===== config.mk =====
export PLATFORM = sky130hd
export DESIGN_NAME = accum_bank
export DESIGN_NICKNAME = d
export VERILOG_FILES = /design/src/rtl/accum_pkg.sv /design/src/rtl/accum_lane.sv /design/src/rtl/accum_bank.sv
export SDC_FILE = /design/constraint.sdc
export NUM_CORES = 1
export LEC_CHECK = 0
export BUFFER_PORTS_ARGS = -buffer_cell sky130_fd_sc_hd__clkbuf_2
export CORE_UTILIZATION = 59
export DETAILED_ROUTE_END_ITERATION = 7
export PLACE_DENSITY_LB_ADDON = 0.2
export SLEW_MARGIN = 5
export SYNTH_ARGS = -nofsm -noshare
export SYNTH_HDL_FRONTEND = slang
export SYNTH_HIERARCHICAL = 1
export SYNTH_SLANG_ARGS = --single-unit

===== constraint.sdc =====
create_clock -name clock -period 4.5 [get_ports clock]
set_clock_uncertainty 0.1 [all_clocks]
set_input_delay 0.225 -clock clock [delete_from_list [all_inputs] [get_ports clock]]
set_output_delay 0.225 -clock clock [all_outputs]
set_load 0.03 [all_outputs]

===== src/rtl/accum_pkg.sv =====
// Shared definitions for the accum_bank accumulator array.
// Contents:
//   state_t  - controller states (idle, accepting beats, holding results)
//   sat_max  - largest signed value that fits in w bits
//   sat_min  - smallest signed value that fits in w bits
package accum_pkg;

    typedef enum logic [1:0] {
        ST_IDLE = 2'd0,
        ST_RUN  = 2'd1,
        ST_HOLD = 2'd2
    } state_t;

    function automatic logic signed [63:0] sat_max(input int unsigned w);
        return (64'sd1 <<< (w - 32'd1)) - 64'sd1;
    endfunction

    function automatic logic signed [63:0] sat_min(input int unsigned w);
        return -(64'sd1 <<< (w - 32'd1));
    endfunction

endpackage


===== src/rtl/accum_lane.sv =====
// One signed accumulator lane.
// Ports:
//   clock, reset_n  - clock and synchronous active-low reset
//   clear           - zero the accumulator and the sticky overflow flag
//   en              - fold data into the accumulator this cycle
//   sub             - 0: acc += data, 1: acc -= data
//   data            - signed WIDTH-bit operand
//   acc             - signed ACC_W-bit running result
//   overflow        - sticky flag, set when any update left the ACC_W range
module accum_lane
    import accum_pkg::*;
#(
    parameter int WIDTH    = 8,
    parameter int ACC_W    = 16,
    parameter int SATURATE = 1
) (
    input  logic                    clock,
    input  logic                    reset_n,
    input  logic                    clear,
    input  logic                    en,
    input  logic                    sub,
    input  logic signed [WIDTH-1:0] data,
    output logic signed [ACC_W-1:0] acc,
    output logic                    overflow
);

    localparam logic signed [63:0]      MAX64_C = sat_max(ACC_W);
    localparam logic signed [63:0]      MIN64_C = sat_min(ACC_W);
    localparam logic signed [ACC_W-1:0] MAX_C   = MAX64_C[ACC_W-1:0];
    localparam logic signed [ACC_W-1:0] MIN_C   = MIN64_C[ACC_W-1:0];

    logic signed [ACC_W-1:0] acc_r;
    logic                    ovf_r;
    logic signed [ACC_W:0]   ext_in_s;
    logic signed [ACC_W:0]   ext_acc_s;
    logic signed [ACC_W:0]   sum_s;
    logic                    ovf_s;
    logic signed [ACC_W-1:0] next_s;

    // Widen both operands by one bit so the sum can never lose its true sign.
    always_comb begin
        ext_in_s  = {{(ACC_W + 1 - WIDTH){data[WIDTH-1]}}, data};
        ext_acc_s = {acc_r[ACC_W-1], acc_r};
        if (sub) begin
            sum_s = ext_acc_s - ext_in_s;
        end else begin
            sum_s = ext_acc_s + ext_in_s;
        end
        // The widened sum is out of ACC_W range exactly when its top two bits differ;
        // the top bit then tells which bound was crossed.
        ovf_s = (sum_s[ACC_W] != sum_s[ACC_W-1]);
        if (!ovf_s) begin
            next_s = sum_s[ACC_W-1:0];
        end else if (SATURATE != 0) begin
            next_s = sum_s[ACC_W] ? MIN_C : MAX_C;
        end else begin
            next_s = sum_s[ACC_W-1:0];
        end
    end

    // Accumulator register and sticky overflow flag.
    always_ff @(posedge clock) begin
        if (!reset_n) begin
            acc_r <= {ACC_W{1'b0}};
            ovf_r <= 1'b0;
        end else if (clear) begin
            acc_r <= {ACC_W{1'b0}};
            ovf_r <= 1'b0;
        end else if (en) begin
            acc_r <= next_s;
            ovf_r <= ovf_r | ovf_s;
        end else begin
            acc_r <= acc_r;
            ovf_r <= ovf_r;
        end
    end

    assign acc      = acc_r;
    assign overflow = ovf_r;

endmodule


===== src/rtl/accum_bank.sv =====
// Bank of LANES independent signed accumulators sharing one control FSM.
// A start pulse clears all lanes and arms a run of len beats; every accepted
// beat updates all lanes at once. After the last beat the results are held
// on out_data until the consumer takes them.
// Ports:
//   clock, reset_n       - clock and synchronous active-low reset
//   start, len, sub      - begin a run of len beats, add (0) or subtract (1)
//   in_valid/in_ready    - input beat handshake, in_data packs LANES operands
//   out_valid/out_ready  - result handshake, out_data packs LANES results
//   overflow             - per-lane sticky overflow since the last start
//   busy                 - a run is in progress or results are held
module accum_bank
    import accum_pkg::*;
#(
    parameter int LANES    = 4,
    parameter int WIDTH    = 8,
    parameter int ACC_W    = 16,
    parameter int CNT_W    = 10,
    parameter int SATURATE = 1
) (
    input  logic                   clock,
    input  logic                   reset_n,
    input  logic                   start,
    input  logic [CNT_W-1:0]       len,
    input  logic                   sub,
    input  logic                   in_valid,
    output logic                   in_ready,
    input  logic [LANES*WIDTH-1:0] in_data,
    output logic                   out_valid,
    input  logic                   out_ready,
    output logic [LANES*ACC_W-1:0] out_data,
    output logic [LANES-1:0]       overflow,
    output logic                   busy
);

    localparam logic [CNT_W-1:0] CNT_ZERO_C = {CNT_W{1'b0}};
    localparam logic [CNT_W-1:0] CNT_ONE_C  = {{(CNT_W - 1){1'b0}}, 1'b1};

    state_t           state_r;
    state_t           state_nxt_s;
    logic [CNT_W-1:0] remaining_r;
    logic             sub_r;
    logic             start_fire_s;
    logic             beat_s;

    // Next-state logic; a start taken from HOLD behaves exactly like one from IDLE.
    always_comb begin
        state_nxt_s  = state_r;
        start_fire_s = 1'b0;
        beat_s       = 1'b0;
        case (state_r)
            ST_IDLE: begin
                if (start) begin
                    start_fire_s = 1'b1;
                    state_nxt_s  = (len == CNT_ZERO_C) ? ST_HOLD : ST_RUN;
                end else begin
                    state_nxt_s = ST_IDLE;
                end
            end
            ST_RUN: begin
                beat_s = in_valid;
                if (in_valid && (remaining_r == CNT_ONE_C)) begin
                    state_nxt_s = ST_HOLD;
                end else begin
                    state_nxt_s = ST_RUN;
                end
            end
            ST_HOLD: begin
                if (out_ready && start) begin
                    start_fire_s = 1'b1;
                    state_nxt_s  = (len == CNT_ZERO_C) ? ST_HOLD : ST_RUN;
                end else if (out_ready) begin
                    state_nxt_s = ST_IDLE;
                end else begin
                    state_nxt_s = ST_HOLD;
                end
            end
            default: begin
                state_nxt_s = ST_IDLE;
            end
        endcase
    end

    // State register, remaining-beat counter and latched direction.
    always_ff @(posedge clock) begin
        if (!reset_n) begin
            state_r     <= ST_IDLE;
            remaining_r <= CNT_ZERO_C;
            sub_r       <= 1'b0;
        end else begin
            state_r <= state_nxt_s;
            if (start_fire_s) begin
                remaining_r <= len;
                sub_r       <= sub;
            end else if (beat_s) begin
                remaining_r <= remaining_r - CNT_ONE_C;
                sub_r       <= sub_r;
            end else begin
                remaining_r <= remaining_r;
                sub_r       <= sub_r;
            end
        end
    end

    assign in_ready  = (state_r == ST_RUN);
    assign out_valid = (state_r == ST_HOLD);
    assign busy      = (state_r != ST_IDLE);

    for (genvar g = 0; g < LANES; g++) begin : g_lane
        accum_lane #(
            .WIDTH    (WIDTH),
            .ACC_W    (ACC_W),
            .SATURATE (SATURATE)
        ) u_lane (
            .clock    (clock),
            .reset_n  (reset_n),
            .clear    (start_fire_s),
            .en       (beat_s),
            .sub      (sub_r),
            .data     (in_data[g*WIDTH +: WIDTH]),
            .acc      (out_data[g*ACC_W +: ACC_W]),
            .overflow (overflow[g])
        );
    end

endmodule


# Yosys cells after proc, flatten, opt, wreduce, memory -nomap -nowiden
# Cells that the tools add are included.
# W data, S select, Z words.
[totals]
wordCells = 63
ff_bits = 81
inputBits = 48
[op_classes]
n_reduce_logical = 7
add_sub_neg = 9
bitwise_logic = 5
n_mux = 24
eq_ne = 7
[ops]
columns = ["cell", "count"]
rows = [
  ["$mux W16", 8],
  ["$add A16 B8 Y17", 4],
  ["$mux W17", 4],
  ["$sub A16 B8 Y17", 4],
  ["$mux W10", 2],
  ["$eq A10 B1 Y1 const B", 1],
  ["$logic_not A10 Y1", 1],
  ["$mux W2", 5],
  ["$sub A10 B1 Y10 const B", 1],
  ["$pmux W2 S3", 1],
  ["$ne A1 B1 Y1", 4],
  ["$or A1 B1 Y1", 4],
  ["$reduce_bool A2 Y1", 2],
  ["$mux W1", 3],
  ["$eq A2 B1 Y1 const B", 1],
  ["$eq A2 B2 Y1 const B", 1],
  ["$logic_and A1 B1 Y1", 2],
  ["$logic_not A2 Y1", 1],
  ["$pmux W1 S2", 1],
  ["$reduce_or A2 Y1", 1],
  ["$not A1 Y1", 1],
]

# Depth between registers and ports, before layout
# Gate-level depths: netlist of the first run.
[logic_depth]
depth_word = 4
depth_mapped = 16

# Cells and area by module
# Netlist of the first run, hierarchy kept.
[modules_own_cells]
columns = ["mod", "cells_per_inst", "instances", "area_each_um2"]
rows = [
  ["accum_lane", 226, 4, 1835.5],
  ["accum_bank", 92, 1, 750.7],
]

# Worst setup path before layout of the first run
# No wires, ideal clock.
[synth_timing]
path_type = "input -> register"
from = "input in_data[0]"
to = "register g_lane[0].u_lane.acc_r[10]"
path_stages = 16
setup_time_ns = 0.119
slack_ns = 1.287
required_ns = 4.281
arrival_time_ns = 2.994
path_buffers = 1
path_cell_list = "inv_1 ha_1 nor2b_1 nand3_1 ha_1 inv_1 o21ai_0 ha_1 a21oi_1 o21ai_1 a221oi_2 o221ai_1 nor3_4 o21ai_1 buf_4 o221a_1"
[synth_via]
elab_chain_len = 4
word_cells_on_any_way = 6
classes_between = "add/sub: 2; eq/ne: 1; mux: 3"
[synth_lines]
columns = ["item", "line_no", "source"]
rows = [
  ["start: declaration", "accum_bank.sv:28", "input logic [LANES*WIDTH-1:0] in_data,"],
  ["$add A16 B8 Y17 or $sub A16 B8 Y17 (tied branches)", "accum_lane.sv:47, accum_lane.sv:45", ""],
  ["$mux W17 (*)", "accum_lane.sv:44", "if (sub) begin"],
  ["$mux W16 or $ne A1 B1 Y1 (tied branches)", "accum_lane.sv:55, accum_lane.sv:51", ""],
  ["$mux W16 (*)", "accum_lane.sv:52", "if (!ovf_s) begin"],
  ["end signal: assignment", "accum_lane.sv:64", "acc_r <= {ACC_W{1'b0}};"],
  ["end signal: assignment", "accum_lane.sv:67", "acc_r <= {ACC_W{1'b0}};"],
  ["end signal: assignment", "accum_lane.sv:70", "acc_r <= next_s;"],
  ["end: declaration", "accum_lane.sv:32", "logic signed [ACC_W-1:0] acc_r;"],
]
# Every way passes the cells marked *; elsewhere a longest branch is shown, timed or not.
# A chain may end at the register's enable or synchronous reset.

# Final worst setup path of the first run
[layout_timing]
from = "register sub_r"
to = "register g_lane[3].u_lane.acc_r[8]"
[layout_via]
elab_chain_len = 3
word_cells_on_any_way = 4
classes_between = "eq/ne: 1; mux: 3"
[layout_lines]
columns = ["item", "line_no", "source"]
rows = [
  ["start: declaration", "accum_bank.sv:42", "logic sub_r;"],
  ["start signal: assignment", "accum_bank.sv:94", "sub_r <= sub;"],
  ["start signal: assignment", "accum_bank.sv:97", "sub_r <= sub_r;"],
  ["start signal: assignment", "accum_bank.sv:100", "sub_r <= sub_r;"],
  ["$mux W17 (*)", "accum_lane.sv:44", ""],
  ["$mux W16 or $ne A1 B1 Y1 (tied branches)", "accum_lane.sv:55, accum_lane.sv:51", ""],
  ["$mux W16 (*)", "accum_lane.sv:52", ""],
  ["end signal: assignment", "accum_lane.sv:64", ""],
  ["end signal: assignment", "accum_lane.sv:67", ""],
  ["end signal: assignment", "accum_lane.sv:70", ""],
  ["end: declaration", "accum_lane.sv:32", ""],
]
# Marks and branches as above.

==> reports/summary.txt, run 1 <==
Max-cap violation count -> 0
Aggregate routed wire length -> 20600 um
Number of setup violations in the final report -> 0
Most frequent cells in the layout -> clkbuf_2, a21oi_1, nor2_1
Non-filler cells, final -> 1280
PostCTS Resize Cnt -> 0
Via count of the first global-routing pass -> 7402
Maximum clock insertion buffer count -> 2
Number of synthesis warnings -> 6
Total negative slack for setup checks -> 0 ns
Seq pwr share -> 29.7%
Post-detail-place hpwl -> 15600 um
Detailed-route wire length on metal 1 -> 9220 um
Element type at the critical path start -> register
Clk Latency, worst-skew pair -> 0.35 ns
Post-detailed-route DRC marker count -> 0
Final hold vios -> 0
Global-route usage over all layers -> 29.3%
Total length of routed met2 wires -> 9780 um
Area added between synthesis and finish -> 12.4%
Starting density of the core -> 60.9%
Category of the most critical setup path -> register to register
Die boundary width -> 119 um
Total power draw -> 2.68 mW
Leakage dissipation -> 3.86 nW
Highest metal layer with signal wires -> met4
Hold depth -> 3
Reg-to-reg critical path endpoint -> g_lane[3].u_lane/acc[8]$_SDFFE_PP0P_
# fillers -> 1144
TritonCTS clock tree -> done
Setup repair after global routing missed its margin -> false
Fraction of power consumed by combinational cells -> 40.9%
Cell row count -> 42
Per-cell routed wire length -> 16.1 um
Share of flip-flops with an asynchronous set or reset after synthesis -> 0%
Number of cells traversed by the worst register-to-register path -> 11
Flop2flop setup slack -> 0.54 ns
IO buf count -> 118
Total congestion overflow after global routing -> 0
Net switching fraction of the power -> 38.5%
CTS clk-pin slew, worst paths -> 0.07 ns
Flops & latches, synth -> 81
Relative slew slack -> 35.2%
Data arrival time of the critical path -> 4.15 ns
Sequential element share of the synthesized area -> 20.0%
Power density over the cells -> 294 nW/um^2
Crit path required time -> 4.69 ns
Area of the die -> 14200 um^2
Clock power frac -> 29.4%
Core footprint -> 13300 um^2
IR drop worst, VDD -> 0.000177 V
Internal power component -> 1.65 mW
Num Clock Sinks -> 81
Cell Count Post-Placement -> 1264
Diode insertion count for antenna repair -> 0
Minimum period implied by the final worst setup slack -> 3.96 ns
# H-tree levels -> 3
Transition time at the pin with the least slew margin -> 0.965 ns
Worst r2r src -> sub_r$_SDFFE_PN0P_
Count of routing violations after the opening detailed-route iteration -> 562
Net count after synthesis -> 1126
Maximum fanout count along the critical path -> 18
Gpl congestion -> 0.878
Num ports -> 119
Hold wc startpoint -> sub
First-pass detailed-route iteration total -> 5
Max Freq -> 0.253 GHz
Antenna violations before repair -> 0
Amount of wire on met3 after detailed routing -> 1100 um
Post-layout net count -> 1229
Slew Limit Fails -> 0
Via count -> 7963
Die span in y -> 119 um
Destination of the worst hold path -> sub_r$_SDFFE_PN0P_
Setup repair bufs after CTS -> 0
Cts bufs inserted -> 9
Main synth FF type -> dfxtp_1
Kind of path behind the tightest hold check -> input pin to register
Synthesized instance count -> 996
Syn avg cell area -> 8.13 um^2
Wire length of the first global-routing pass -> 34200 um
Outcome -> finished, final reports clean
Number of flops mapped to enable cells by yosys -> 0
Routed vias/inst -> 6.22
Period utilization -> 87.9%
Pin count of the biggest net entering global routing -> 47
Quantity of hold-fixing buffers added after cts -> 0
Net Switching -> 1.03 mW
Leading cell type in the layout, fill and taps excluded -> clkbuf_2
Synth cell types -> 69
CTS root buf -> clkbuf_16
Post-synthesis instance area -> 8090 um^2
ANT nets after route -> 0
Critical path endpoint category -> register
Share of post-route cells with drive strength above 1 -> 18.6%
Worst hold slack across all endpoints -> 0.0151 ns
==> cells by family (layout without fill, tap and decap cells) <==
group / count (synthesis) / count (layout) / synth area share [%]
buffers and inverters: 82 / 190 / 4.50
AOI/OAI and AO/OA: 367 / 367 / 33.8
and+or+nand+nor: 295 / 295 / 18.7
adders and majority gates: 90 / 90 / 14.0
xor gates and xnor gates: 73 / 73 / 7.90
muxes: 8 / 8 / 0.990
DFF: 81 / 81 / 20.0
==> per-layer routing <==
| metal | track usage [%] | vias to the layer above |
|---|---|---|
| met4 | 12.2 | 0 |
| met3 | 4.02 | 45 |
| met1 | 36.8 | 3726 |
| met2 | 50.1 | 236 |
| li1 | - | 3956 |
| met5 | 0 | - |
==> power by group through the flow <==
stage                     Sequential, mW  Clock [mW]  Combinational, mW
after CTS                          0.795       0.802               1.09
after floorplan                    0.854           0              0.814
after detailed placement           0.811           0               1.08
after global routing               0.801       0.828               1.21
after global placement             0.810           0               1.06
final                              0.796       0.788               1.10
==> synthesized netlist by cell type, types with 5 or more instances <==
master    count  area [um^2]
dfxtp_1      81         1620
nand2_1      76          285
mux2i_1       8         80.1
or3_1         5         31.3
maj3_1        8         80.1
a21o_1        8         60.1
a31oi_1       6         37.5
o21a_1       13         97.6
buf_2         5         25.0
inv_1        44          165
o221a_1      44          495
ha_1         78          976
o21ai_0      58          290
nand2b_1     22          138
a31o_2        8         70.1
nor2_1      100          375
xor2_1       29          254
o211ai_1     15          113
and2_1        8         50.1
buf_1         8         30.0
nor2b_1      14         87.6
a211oi_1     13         97.6
nor4_1        6         37.5
xnor2_1      44          385
nand3_1      13         65.1
nor3_1       22          110
o21ai_1      12         60.1
a21oi_1     116          581
clkbuf_1     12         45.0
nand4_1       7         43.8
==> registers in the layout, indices dropped and copies added (netlist names) <==
register	cells
state_r	2
remaining_r	10
g_lane.u_lane/acc	64
g_lane.u_lane/overflow	4
sub_r	1
==> worst max-delay path by stage <==
stage	from	end	slack (ns)	cells past startpoint
detailed placement	in_data[3]	g_lane[0].u_lane/acc[4]$_SDFFE_PP0P_	0.29	14
global placement	in_data[8]	g_lane[1].u_lane/acc[10]$_SDFFE_PP0P_	0.34	16
finish	sub_r$_SDFFE_PN0P_	g_lane[3].u_lane/acc[8]$_SDFFE_PP0P_	0.54	11
floorplan	in_data[0]	g_lane[0].u_lane/acc[10]$_SDFFE_PP0P_	1.29	16
CTS	sub_r$_SDFFE_PN0P_	g_lane[3].u_lane/acc[8]$_SDFFE_PP0P_	0.55	11
global route	in_data[3]	g_lane[0].u_lane/acc[5]$_SDFFE_PP0P_	0.20	14
==> metrics by stage <==
stage | utilization (%) | cell area, um^2 | worst slack (ns)
after floorplan | - | 8090 | 1.29
after global placement | 66.1 | 8790 | 0.342
after detailed placement | 66.1 | 8790 | 0.289
after CTS | 68.4 | 9100 | 0.554
after global routing | 68.4 | 9100 | 0.198
final | 68.4 | 9100 | 0.544
==> worst max-delay path, cell delays in order, from the launching register on <==
cell	delay, ns
dfxtp_2	0.58
buf_4	0.24
inv_1	0.06
nor2_1	0.31
a21oi_1	0.08
ha_1	0.36
a21oi_1	0.26
o21ai_0	0.19
a311o_1	0.39
a32o_1	0.29
o21ai_1	0.70
o221a_1	0.33
==> layout make-up <==
class	count	area (um^2)	area share, %
repair buffers	129	673	7.40
inverters	45	169	1.86
flip-flops and latches	81	1620	17.8
multi-input cells	833	6110	67.1
clock inverters	4	51.3	0.564
well taps	176	220	2.42
clock buffers	12	256	2.82
(Power assumes the default switching activity.)
==> run 2: changes to the inputs <==
Settings changed: MAX_ROUTING_LAYER from default to met4.
==> run 2 against run 1 <==
Effect of this change:
- power about the same
- combinational power about the same
- sequential share of layout area unchanged
- largest cell class unchanged
==> reports/summary.txt, run 2 (synthesized netlist as in run 1, its figures left out) <==
Outcome -> finished, final reports clean
Minimum period implied by the final worst setup slack -> 3.94 ns (-0.0202 ns)
CTS clk-pin slew, worst paths -> 0.07 ns (about the same)
Hold depth -> 3 (unchanged)
Clock power frac -> 29.4% (about the same)
Num ports -> 119 (unchanged)
Dpl cell area -> 8790 um^2 (unchanged)
Via count of the first global-routing pass -> 7393 (-0.12%)
Post-Place Worst Slack -> 0.289 ns (unchanged)
Total negative slack for setup checks -> 0 ns (unchanged)
Number of cells traversed by the worst register-to-register path -> 11 (unchanged)
# fillers -> 1144 (unchanged)
Setup repair bufs after CTS -> 0 (unchanged)
Leading cell type in the layout, fill and taps excluded -> clkbuf_2
Seq pwr share -> 29.7% (about the same)
Final setup slack of the worst path -> 0.565 ns (+0.0202 ns)
Aggregate routed wire length -> 20600 um (+0.14%)
Flop2flop setup slack -> 0.56 ns (+0.02 ns)
Final design utilization -> 68.4% (unchanged)
Share of post-route cells with drive strength above 1 -> 18.6% (unchanged)
# H-tree levels -> 3 (unchanged)
Pin count of the biggest net entering global routing -> 47 (unchanged)
Most frequent cells in the layout -> clkbuf_2, a21oi_1, nor2_1
Combined area of the multi-input logic cells -> 6110 um^2 (unchanged)
Routed vias/inst -> 6.20 (-0.36%)
Post-detailed-route DRC marker count -> 0 (unchanged)
Worst hold slack across all endpoints -> 0.0137 ns (-0.00140 ns)
Starting density of the core -> 60.9% (unchanged)
Area of the die -> 14200 um^2 (unchanged)
Net switching fraction of the power -> 38.5% (about the same)
Post-layout net count -> 1229 (unchanged)
Number of setup violations in the final report -> 0 (unchanged)
Final hold vios -> 0 (unchanged)
Transition time at the pin with the least slew margin -> 0.975 ns (+0.0101 ns)
Category of the most critical setup path -> register to register
PostCTS Resize Cnt -> 0 (unchanged)
Die span in y -> 119 um (unchanged)
TritonCTS clock tree -> done
Count of routing violations after the opening detailed-route iteration -> 564 (+0.36%)
Area added between synthesis and finish -> 12.4% (unchanged)
Reg-to-reg critical path endpoint -> g_lane[3].u_lane/acc[8]$_SDFFE_PP0P_
Clk Latency, worst-skew pair -> 0.35 ns (about the same)
Post-detail-place hpwl -> 15600 um (unchanged)
Power density over the cells -> 294 nW/um^2 (about the same)
Hold wc startpoint -> sub
Quantity of hold-fixing buffers added after cts -> 0 (unchanged)
Slew Limit Fails -> 0 (unchanged)
Core footprint -> 13300 um^2 (unchanged)
Period utilization -> 87.5% (-0.45 points)
Gpl congestion -> 0.893 (+1.7%)
Per-cell routed wire length -> 16.1 um (+0.14%)
Num Clock Sinks -> 81 (unchanged)
Maximum clock insertion buffer count -> 2 (unchanged)
IR drop worst, VDD -> 0.000176 V (-0.25%)
Fraction of power consumed by combinational cells -> 40.9% (about the same)
Max reg flops -> 64 (unchanged)
Crit path required time -> 4.69 ns (about the same)
Cell Count Post-Placement -> 1264 (unchanged)
Global-route usage over all layers -> 30.1% (+0.85 points)
Worst r2r src -> sub_r$_SDFFE_PN0P_
Via count -> 7934 (-0.36%)
Net Switching -> 1.03 mW (about the same)
Cell row count -> 42 (unchanged)
First-pass detailed-route iteration total -> 5 (unchanged)
Setup repair after global routing missed its margin -> false
Total power draw -> 2.68 mW (about the same)
Critical path origin -> sub_r$_SDFFE_PN0P_
Antenna violations before repair -> 0 (unchanged)
IO buf count -> 118 (unchanged)
Die boundary width -> 119 um (unchanged)
Relative slew slack -> 34.6% (-0.68 points)
Critical path endpoint category -> register
Max Freq -> 0.254 GHz (+0.51%)
Post-route standard cell area excluding fillers -> 9100 um^2 (unchanged)
Kind of path behind the tightest hold check -> input pin to register
Max-cap violation count -> 0 (unchanged)
CTS root buf -> clkbuf_16
Non-filler cells, final -> 1280 (unchanged)
Leakage dissipation -> 3.86 nW (unchanged)
Data arrival time of the critical path -> 4.13 ns (-0.02 ns)
ANT nets after route -> 0 (unchanged)
Wire length of the first global-routing pass -> 34200 um (about the same)
Storage element area -> 1620 um^2 (unchanged)
Total congestion overflow after global routing -> 0 (unchanged)
Cts bufs inserted -> 9 (unchanged)
Maximum fanout count along the critical path -> 18 (unchanged)
Diode insertion count for antenna repair -> 0 (unchanged)
End point of the critical path -> g_lane[3].u_lane/acc[8]$_SDFFE_PP0P_
Internal power component -> 1.65 mW (about the same)
Element type at the critical path start -> register
[run 2: cell counts in the layout (fill, tap and decap cells not counted)]
Identical to the previous run, type by type.
[run 2: power groups by stage]
stage                     Clock [mW]  Combinational, mW  Sequential (mW)
final                          0.788               1.10            0.796
after CTS                      0.802               1.09            0.795
after global placement             0               1.06            0.810
after detailed placement           0               1.08            0.811
after global routing           0.828               1.21            0.801
after floorplan                    0              0.814            0.854
[run 2: worst min path at each step]
| stage | end | slack, ns |
|---|---|---|
| finish | sub_r$_SDFFE_PN0P_ | 0.01 |
| global route | sub_r$_SDFFE_PN0P_ | 0.02 |
| CTS | sub_r$_SDFFE_PN0P_ | 0.007 |
| detailed placement | g_lane[0].u_lane/overflow$_SDFFE_PP0P_ | 0.35 |
| global placement | g_lane[1].u_lane/overflow$_SDFFE_PP0P_ | 0.35 |
| floorplan | remaining_r[7]$_SDFFE_PN0P_ | 0.24 |
[run 2: cell type report]
class                           count  area share [%]
Clock buffer                       12            2.82
Clock inverter                      4           0.564
Inverter                           45            1.86
Multi-Input combinational cell    833            67.1
Sequential cell                    81            17.8
Tap cell                          176            2.42
Timing Repair Buffer              129            7.40
[run 2: worst max-delay path: stages (launching register included)]
cell and delay (ns):
dfxtp_2 0.58, buf_4 0.24, inv_1 0.06, nor2_1 0.30, a21oi_1 0.08, ha_1 0.36
a21oi_1 0.26, o21ai_0 0.19, a311o_1 0.39, a32o_1 0.29, o21ai_1 0.69, o221a_1 0.33
[run 2: layer usage]
layer	part of all wire, %	vias to the layer above	track usage, %
met4	2.2	0	12.2
li1	-	3951	-
met5	0	-	-
met2	48	236	50.0
met3	5.1	41	3.83
met1	45	3706	37.0
